--- config.mk ---
export PLATFORM = sky130hd
export DESIGN_NAME = joy_cursor_ctrl_flat
export DESIGN_NICKNAME = d
export VERILOG_FILES = /design/src/rtl/joy_pkg.sv /design/src/rtl/joy_cursor_ctrl_if.sv /design/src/rtl/joy_axis.sv /design/src/rtl/joy_cursor_ctrl.sv /design/src/flat_wrapper.sv
export SDC_FILE = /design/constraint.sdc
export NUM_CORES = 1
export LEC_CHECK = 0
export BUFFER_PORTS_ARGS = -buffer_cell sky130_fd_sc_hd__buf_2
export CAP_MARGIN = 20
export CORE_AREA = 5 5 94 96
export CTS_CLUSTER_SIZE = 25
export DETAILED_ROUTE_END_ITERATION = 8
export DIE_AREA = 0 0 99 101
export PLACE_DENSITY_LB_ADDON = 0.12
export SYNTH_ARGS = -nofsm -noshare
export SYNTH_HDL_FRONTEND = slang
export SYNTH_SLANG_ARGS = --single-unit
--- constraint.sdc ---
create_clock -name clk -period 10.2 [get_ports clk]
set_clock_uncertainty 0.2 [all_clocks]
set_input_delay 0.51 -clock clk [delete_from_list [all_inputs] [get_ports clk]]
set_output_delay 0.51 -clock clk [all_outputs]
set_load 0.005 [all_outputs]
--- src/rtl/joy_pkg.sv ---
// Shared types and default tuning constants for the joystick cursor controller.
package joy_pkg;

   typedef enum logic [1:0] {DIR_NONE, DIR_NEG, DIR_POS} dir_t;
   typedef enum logic [1:0] {SPD_SLOW, SPD_FAST, SPD_ACCEL} spd_t;

   localparam int LO_FAST_DEF     = 150;
   localparam int LO_SLOW_DEF     = 400;
   localparam int HI_SLOW_DEF     = 600;
   localparam int HI_FAST_DEF     = 850;
   localparam int STEP_SLOW_DEF   = 10;
   localparam int STEP_FAST_DEF   = 20;
   localparam int STEP_ACCEL_DEF  = 40;
   localparam int ACCEL_TICKS_DEF = 8;

endpackage

--- src/rtl/joy_cursor_ctrl_if.sv ---
// Joystick/cursor bus: controls and ADC samples in, cursor position and status out.
interface joy_cursor_ctrl_if #(
   parameter int W     = 10,
   parameter int ADC_W = 10
);
   logic             tick;
   logic             en;
   logic             home;
   logic [ADC_W-1:0] joy_x;
   logic [ADC_W-1:0] joy_y;
   logic [W-1:0]     dot_x;
   logic [W-1:0]     dot_y;
   logic             moving;
   logic [3:0]       at_edge;

   modport master (output tick, en, home, joy_x, joy_y,
                   input  dot_x, dot_y, moving, at_edge);
   modport slave  (input  tick, en, home, joy_x, joy_y,
                   output dot_x, dot_y, moving, at_edge);
endinterface

--- src/rtl/joy_axis.sv ---
// One cursor axis: deflection classifier, hold/acceleration counter, step select
// and saturating position update.
module joy_axis
   import joy_pkg::*;
#(
   parameter int W           = 10,
   parameter int ADC_W       = 10,
   parameter int MIN         = 566,
   parameter int MAX         = 689,
   parameter int INIT        = 627,
   parameter bit POL         = 1'b1,
   parameter int LO_FAST     = LO_FAST_DEF,
   parameter int LO_SLOW     = LO_SLOW_DEF,
   parameter int HI_SLOW     = HI_SLOW_DEF,
   parameter int HI_FAST     = HI_FAST_DEF,
   parameter int STEP_SLOW   = STEP_SLOW_DEF,
   parameter int STEP_FAST   = STEP_FAST_DEF,
   parameter int STEP_ACCEL  = STEP_ACCEL_DEF,
   parameter int ACCEL_TICKS = ACCEL_TICKS_DEF
) (
   input  logic             clk,
   input  logic             clr,
   input  logic             step_evt,
   input  logic             home,
   input  logic             en,
   input  logic [ADC_W-1:0] joy,
   output logic [W-1:0]     pos,
   output logic             changed
);

   localparam logic [ADC_W-1:0]  LO_FAST_J = ADC_W'(LO_FAST);
   localparam logic [ADC_W-1:0]  LO_SLOW_J = ADC_W'(LO_SLOW);
   localparam logic [ADC_W-1:0]  HI_SLOW_J = ADC_W'(HI_SLOW);
   localparam logic [ADC_W-1:0]  HI_FAST_J = ADC_W'(HI_FAST);
   localparam logic signed [W+1:0] MIN_S  = (W+2)'(MIN);
   localparam logic signed [W+1:0] MAX_S  = (W+2)'(MAX);
   localparam logic [W-1:0]      INIT_P    = W'(INIT);
   localparam logic [7:0]        ACCEL_N   = 8'(ACCEL_TICKS);

   dir_t                dir, last_dir;
   spd_t                spd;
   logic                low, high, fast, reversal;
   logic [7:0]          hold_cnt, hold_nxt;
   logic signed [W+1:0] pos_s, step_s, sum_s, clamp_s;
   logic [W-1:0]        pos_nxt;

   // NOTE: every variable gets a default at the top of the block so no latch is inferred.
   always_comb begin
      low  = 1'b0;
      high = 1'b0;
      fast = 1'b0;
      dir  = DIR_NONE;
      if (joy < LO_FAST_J) begin
         low  = 1'b1;
         fast = 1'b1;
      end else if (joy < LO_SLOW_J) begin
         low  = 1'b1;
      end else if (joy > HI_FAST_J) begin
         high = 1'b1;
         fast = 1'b1;
      end else if (joy > HI_SLOW_J) begin
         high = 1'b1;
      end
      if (low)       dir = POL ? DIR_POS : DIR_NEG;
      else if (high) dir = POL ? DIR_NEG : DIR_POS;
   end

   // A reversal is only meaningful against a remembered direction of travel.
   assign reversal = (last_dir != DIR_NONE) && (dir != DIR_NONE) && (dir != last_dir);

   always_comb begin
      spd = SPD_SLOW;
      if (fast) spd = (!reversal && hold_cnt == ACCEL_N) ? SPD_ACCEL : SPD_FAST;
      hold_nxt = 8'd0;
      if (fast && !reversal) hold_nxt = (hold_cnt == ACCEL_N) ? hold_cnt : hold_cnt + 8'd1;
   end

   always_comb begin
      case (spd)
         SPD_FAST:  step_s = (W+2)'(STEP_FAST);
         SPD_ACCEL: step_s = (W+2)'(STEP_ACCEL);
         default:   step_s = (W+2)'(STEP_SLOW);
      endcase
      pos_s = signed'({2'b00, pos});
      case (dir)
         DIR_POS: sum_s = pos_s + step_s;
         DIR_NEG: sum_s = pos_s - step_s;
         default: sum_s = pos_s;
      endcase
      if (sum_s > MAX_S)      clamp_s = MAX_S;
      else if (sum_s < MIN_S) clamp_s = MIN_S;
      else                    clamp_s = sum_s;

      if (home)                 pos_nxt = INIT_P;
      else if (step_evt && en)  pos_nxt = clamp_s[W-1:0];
      else                      pos_nxt = pos;
   end

   assign changed = (pos_nxt != pos);

   // NOTE: sequential state is written with non-blocking assignments only.
   always_ff @(posedge clk) begin
      if (clr) begin
         pos      <= INIT_P;
         hold_cnt <= 8'd0;
         last_dir <= DIR_NONE;
      end else begin
         pos <= pos_nxt;
         if (home || (step_evt && !en)) begin
            hold_cnt <= 8'd0;
            last_dir <= DIR_NONE;
         end else if (step_evt) begin
            hold_cnt <= hold_nxt;
            last_dir <= dir;
         end
      end
   end

endmodule

--- src/rtl/joy_cursor_ctrl.sv ---
// Joystick-to-cursor controller: tick edge detection, two independent axes,
// motion flag and bound status.
module joy_cursor_ctrl
   import joy_pkg::*;
#(
   parameter int W           = 10,
   parameter int ADC_W       = 10,
   parameter int X_MIN       = 566,
   parameter int X_MAX       = 689,
   parameter int Y_MIN       = 116,
   parameter int Y_MAX       = 426,
   parameter int INIT_X      = 627,
   parameter int INIT_Y      = 271,
   parameter int LO_FAST     = LO_FAST_DEF,
   parameter int LO_SLOW     = LO_SLOW_DEF,
   parameter int HI_SLOW     = HI_SLOW_DEF,
   parameter int HI_FAST     = HI_FAST_DEF,
   parameter int STEP_SLOW   = STEP_SLOW_DEF,
   parameter int STEP_FAST   = STEP_FAST_DEF,
   parameter int STEP_ACCEL  = STEP_ACCEL_DEF,
   parameter int ACCEL_TICKS = ACCEL_TICKS_DEF,
   parameter bit X_POL       = 1'b1,
   parameter bit Y_POL       = 1'b0
) (
   input logic               clk,
   input logic               clr,
   joy_cursor_ctrl_if.slave  bus
);

   localparam logic [W-1:0] X_MIN_P = W'(X_MIN);
   localparam logic [W-1:0] X_MAX_P = W'(X_MAX);
   localparam logic [W-1:0] Y_MIN_P = W'(Y_MIN);
   localparam logic [W-1:0] Y_MAX_P = W'(Y_MAX);

   logic         tick_q, step_evt, moving_q;
   logic         x_changed, y_changed;
   logic [W-1:0] x_pos, y_pos;

   // One step per rising edge of tick, however long it stays high.
   assign step_evt = bus.tick & ~tick_q;

   always_ff @(posedge clk) begin
      if (clr) begin
         tick_q   <= 1'b0;
         moving_q <= 1'b0;
      end else begin
         tick_q   <= bus.tick;
         moving_q <= x_changed | y_changed;
      end
   end

   joy_axis #(
      .W(W), .ADC_W(ADC_W), .MIN(X_MIN), .MAX(X_MAX), .INIT(INIT_X), .POL(X_POL),
      .LO_FAST(LO_FAST), .LO_SLOW(LO_SLOW), .HI_SLOW(HI_SLOW), .HI_FAST(HI_FAST),
      .STEP_SLOW(STEP_SLOW), .STEP_FAST(STEP_FAST), .STEP_ACCEL(STEP_ACCEL),
      .ACCEL_TICKS(ACCEL_TICKS)
   ) u_axis_x (
      .clk(clk), .clr(clr), .step_evt(step_evt), .home(bus.home), .en(bus.en),
      .joy(bus.joy_x), .pos(x_pos), .changed(x_changed)
   );

   joy_axis #(
      .W(W), .ADC_W(ADC_W), .MIN(Y_MIN), .MAX(Y_MAX), .INIT(INIT_Y), .POL(Y_POL),
      .LO_FAST(LO_FAST), .LO_SLOW(LO_SLOW), .HI_SLOW(HI_SLOW), .HI_FAST(HI_FAST),
      .STEP_SLOW(STEP_SLOW), .STEP_FAST(STEP_FAST), .STEP_ACCEL(STEP_ACCEL),
      .ACCEL_TICKS(ACCEL_TICKS)
   ) u_axis_y (
      .clk(clk), .clr(clr), .step_evt(step_evt), .home(bus.home), .en(bus.en),
      .joy(bus.joy_y), .pos(y_pos), .changed(y_changed)
   );

   assign bus.dot_x   = x_pos;
   assign bus.dot_y   = y_pos;
   assign bus.moving  = moving_q;
   assign bus.at_edge = {y_pos == Y_MAX_P, y_pos == Y_MIN_P, x_pos == X_MAX_P, x_pos == X_MIN_P};

endmodule
--- src/flat_wrapper.sv ---
// flat-port wrapper written by rule: the top's interface ports become plain ports
module joy_cursor_ctrl_flat import joy_pkg::*;
#(
   parameter int W           = 10,
   parameter int ADC_W       = 10,
   parameter int X_MIN       = 566,
   parameter int X_MAX       = 689,
   parameter int Y_MIN       = 116,
   parameter int Y_MAX       = 426,
   parameter int INIT_X      = 627,
   parameter int INIT_Y      = 271,
   parameter int LO_FAST     = LO_FAST_DEF,
   parameter int LO_SLOW     = LO_SLOW_DEF,
   parameter int HI_SLOW     = HI_SLOW_DEF,
   parameter int HI_FAST     = HI_FAST_DEF,
   parameter int STEP_SLOW   = STEP_SLOW_DEF,
   parameter int STEP_FAST   = STEP_FAST_DEF,
   parameter int STEP_ACCEL  = STEP_ACCEL_DEF,
   parameter int ACCEL_TICKS = ACCEL_TICKS_DEF,
   parameter bit X_POL       = 1'b1,
   parameter bit Y_POL       = 1'b0
)
  (clk, clr, bus_tick, bus_en, bus_home, bus_joy_x, bus_joy_y, bus_dot_x, bus_dot_y, bus_moving, bus_at_edge);
  joy_cursor_ctrl_if #(.W(W), .ADC_W(ADC_W)) bus_i ();
  input logic clk;
  input logic clr;
  input wire logic [$bits(bus_i.tick)-1:0] bus_tick;
  input wire logic [$bits(bus_i.en)-1:0] bus_en;
  input wire logic [$bits(bus_i.home)-1:0] bus_home;
  input wire logic [$bits(bus_i.joy_x)-1:0] bus_joy_x;
  input wire logic [$bits(bus_i.joy_y)-1:0] bus_joy_y;
  output wire logic [$bits(bus_i.dot_x)-1:0] bus_dot_x;
  output wire logic [$bits(bus_i.dot_y)-1:0] bus_dot_y;
  output wire logic [$bits(bus_i.moving)-1:0] bus_moving;
  output wire logic [$bits(bus_i.at_edge)-1:0] bus_at_edge;
  assign bus_i.tick = bus_tick;
  assign bus_i.en = bus_en;
  assign bus_i.home = bus_home;
  assign bus_i.joy_x = bus_joy_x;
  assign bus_i.joy_y = bus_joy_y;
  assign bus_dot_x = bus_i.dot_x;
  assign bus_dot_y = bus_i.dot_y;
  assign bus_moving = bus_i.moving;
  assign bus_at_edge = bus_i.at_edge;
  joy_cursor_ctrl #(.W(W), .ADC_W(ADC_W), .X_MIN(X_MIN), .X_MAX(X_MAX), .Y_MIN(Y_MIN), .Y_MAX(Y_MAX), .INIT_X(INIT_X), .INIT_Y(INIT_Y), .LO_FAST(LO_FAST), .LO_SLOW(LO_SLOW), .HI_SLOW(HI_SLOW), .HI_FAST(HI_FAST), .STEP_SLOW(STEP_SLOW), .STEP_FAST(STEP_FAST), .STEP_ACCEL(STEP_ACCEL), .ACCEL_TICKS(ACCEL_TICKS), .X_POL(X_POL), .Y_POL(Y_POL)) u_core (.clk(clk), .clr(clr), .bus(bus_i));
endmodule
==> metrics.yaml <==
drive_above_1_share_pct: 13.0
portBuffers: 49
fin_ws_ns: 4.55
grt_max_degree: 26
power_density_nw_per_um2: 100
p_leak_nw: 1.86
synth_area_leaders: "dfxtp_1, ha_1, nor2_1, nand2_1, o21ai_0"
period_share_pct: 55.4
cts_buffer_depth: 2
ant_nets: 0
syn_area_per_cell_um2: 7.37
synth_compound_area_share_pct: 31.3
finalMaxSlewViolations: 0
numCtsBuffers: 5
num_vias: 4588
start_kind: "input pin"
die_y_um: 101
holdBufCountCts: 0
placed_cells: 706
final.setup.tns_ns: 0
pre_cts_ws_ns: 4.36
root_buffer: "clkbuf_8"
path_clk_slew_ns: 0.09
rsz0062_at_grt: "false"
slew_headroom_pct: 40.8
synth.distinct_cells: 76
synthSimpleGateAreaFrac_pct: 28.7
seq_area_frac_synth_pct: 19.9
synthesis.nets: 626
grt.overflow.total: 0
ys.flop_type: "dfxtp_1"
grt_use_total_pct: 25.0
antennaDiodeCount: 0
rows: 33
syn_area_um2: 4220
synthXorXnorAreaFrac_pct: 4.99
htreeDepth: 2
hpwl_um: 9500
die_area_um2: 10000
yosysWarnings: 0
synth.largest_area_cell: "dfxtp_1"
wl_per_cell_um: 17.5
io_pins: 50
cap_viol_max_count: 0
area_delta_synth_final_pct: 9.23
period_needed_ns: 5.65
status: "complete, no violations"
async_reset_ff_share_pct: 0
synth_cells: 572
worst_pin_slew_ns: 0.877
cp_max_fo: 9
drt_iter0_markers: 307
synth_edf_count: 0
hold_viol_final: 0
grt_pass1_wl_um: 20800
grt_pass1_vias: 4274
final_cells: 714
hold_path.class: "input pin to flip-flop"
antenna_found_initial: 0
post_cts_buffers: 0
drtPass1Iterations: 5
initial_core_util_pct: 52.9
timing.hold.ws_ns: 0.245
synth_seq_cells: 42
synthAdderAreaFrac_pct: 9.32
ctsResizeCount: 0
place_congestion: 0.959
fmax_ghz: 0.177
worstSetupPathType: "input pin to flip-flop"
insertion_delay_ns: 0.30
vias_per_cell: 6.43
wl_um: 12500
die_width_um: 99
cp_data_required_time_ns: 10.18
crit_arrival_ns: 5.62
fillers: 753
coreArea_um2: 7970
setup_viol: 0
ir_drop_mv: 0.0506
cts_tree: "built"
nNetsFinal: 662
cts_sinks: 42
synth_top_family_by_area: "compound AO/OA/AOI/OAI gates"
yosys.area.top_type_share_pct: 19.9
synth.area.mux_share_pct: 1.25
drc_errors: 0
critPathCaptureType: "flip-flop"
[critical path: stages]
cell       delay [ns]
buf_2            0.13
nor4_1           0.43
o221ai_1         0.23
and2_1           0.26
a221oi_1         0.37
nor2b_1          0.39
inv_1            0.08
ha_1             0.40
inv_1            0.14
a221o_1          0.36
o2111ai_1        0.35
or2_2            0.17
a21boi_0         0.10
o21bai_1         0.24
o22a_1           0.38
a31oi_1          0.11
a2111oi_0        0.46
o31ai_1          0.13
o21ai_0          0.23
a31oi_1          0.12
[power by group]
part / switching [mW] / internal [mW]
Combinational: 0.105 / 0.0665
Sequential: 0.00687 / 0.167
Clock: 0.0673 / 0.0491
Total: 0.179 / 0.283
[kinds of logic (layout without fill, tap and decap cells)]
| group | Yosys count | after routing |
|---|---|---|
| compound gates | 184 | 184 |
| xor+xnor | 24 | 24 |
| fa+ha+maj | 29 | 29 |
| buf+inv | 48 | 85 |
| flops | 42 | 42 |
| mux | 5 | 5 |
| simple gates | 240 | 240 |
[synthesized netlist by cell type, drive strengths merged, types with 6 or more instances]
cell / number
a211o: 10
xor2: 12
o21bai: 6
a221oi: 7
ha: 25
nand2: 52
nor2: 60
nand3: 29
xnor2: 12
inv: 27
a211oi: 12
or2: 8
nor3: 15
clkbuf: 19
a21oi: 29
nor4: 11
o21ai: 38
nand4: 6
dfxtp: 42
and2: 7
a21o: 8
a31oi: 9
o211ai: 6
nor2b: 16
and3: 10
nand2b: 8
o22ai: 6
[routing by layer]
| metal | GRT usage [%] | up-vias | share of wire [%] |
|---|---|---|---|
| li1 | - | 2213 | - |
| met1 | 33.4 | 2156 | 44 |
| met2 | 41.7 | 198 | 47 |
| met3 | 3.60 | 21 | 7.1 |
| met4 | 7.77 | 0 | 1.5 |
| met5 | 0 | - | 0 |
[through the flow]
step           util [%]  power [mW]  cell area [um2]
2_1_floorplan         -       0.301             4220
3_3_place_gp       56.6       0.343             4510
3_5_place_dp       56.6       0.345             4510
4_1_cts            57.8       0.463             4610
5_1_grt            57.8       0.492             4610
6_report           57.8       0.462             4610
[final timing paths]
kind / startpoint / slack [ns] / endpoint / depth (start not counted)
worst max-delay path: bus_joy_x[5] / 4.55 / u_core.bus.moving / 20
worst min-delay path: clr / 0.25 / u_core.tick_q / 2
worst max register to register: u_core.u_axis_x.hold_cnt[0] / 5.04 / u_core.bus.moving / 20
worst min register to register: u_core.u_axis_x.last_dir[0] / 0.28 / u_core.u_axis_x.last_dir[0] / 2
[layout by cell type, fill, tap and decap left out, types with 7 or more instances in the layout]
cell type / netlist / final
nor2b_1: 16 / 16
xnor2_1: 12 / 12
dfxtp_1: 42 / 42
ha_1: 25 / 25
o21ai_0: 37 / 37
and3_1: 10 / 10
or2_2: 7 / 7
nand2_1: 52 / 52
a211oi_1: 12 / 12
xor2_1: 12 / 12
a21oi_1: 28 / 28
nand3_1: 29 / 29
nor3_1: 15 / 15
inv_1: 27 / 27
a31oi_1: 8 / 8
nor4_1: 10 / 10
a21o_1: 8 / 8
buf_2: 1 / 49
nand2b_1: 8 / 8
a211o_1: 10 / 10
nor2_1: 60 / 60
[registers in the layout (all words and copies together) (netlist names)]
name,cells
u_core.u_axis_x.pos,10
u_core.u_axis_y.pos,10
u_core.u_axis_x.hold_cnt,8
u_core.u_axis_y.hold_cnt,8
u_core.u_axis_x.last_dir,2
u_core.u_axis_y.last_dir,2
u_core.bus.moving,1
u_core.tick_q,1
[final cells by class]
class,instances,area [um2],area share (%)
timing repair buffer,50,253,5.49
clock buffer,5,68.8,1.49
tap,105,131,2.85
multi-input combinational,482,3190,69.2
clock inverter,3,23.8,0.516
sequential,42,841,18.3
inverter,27,101,2.20
(Power assumes the default switching activity.)
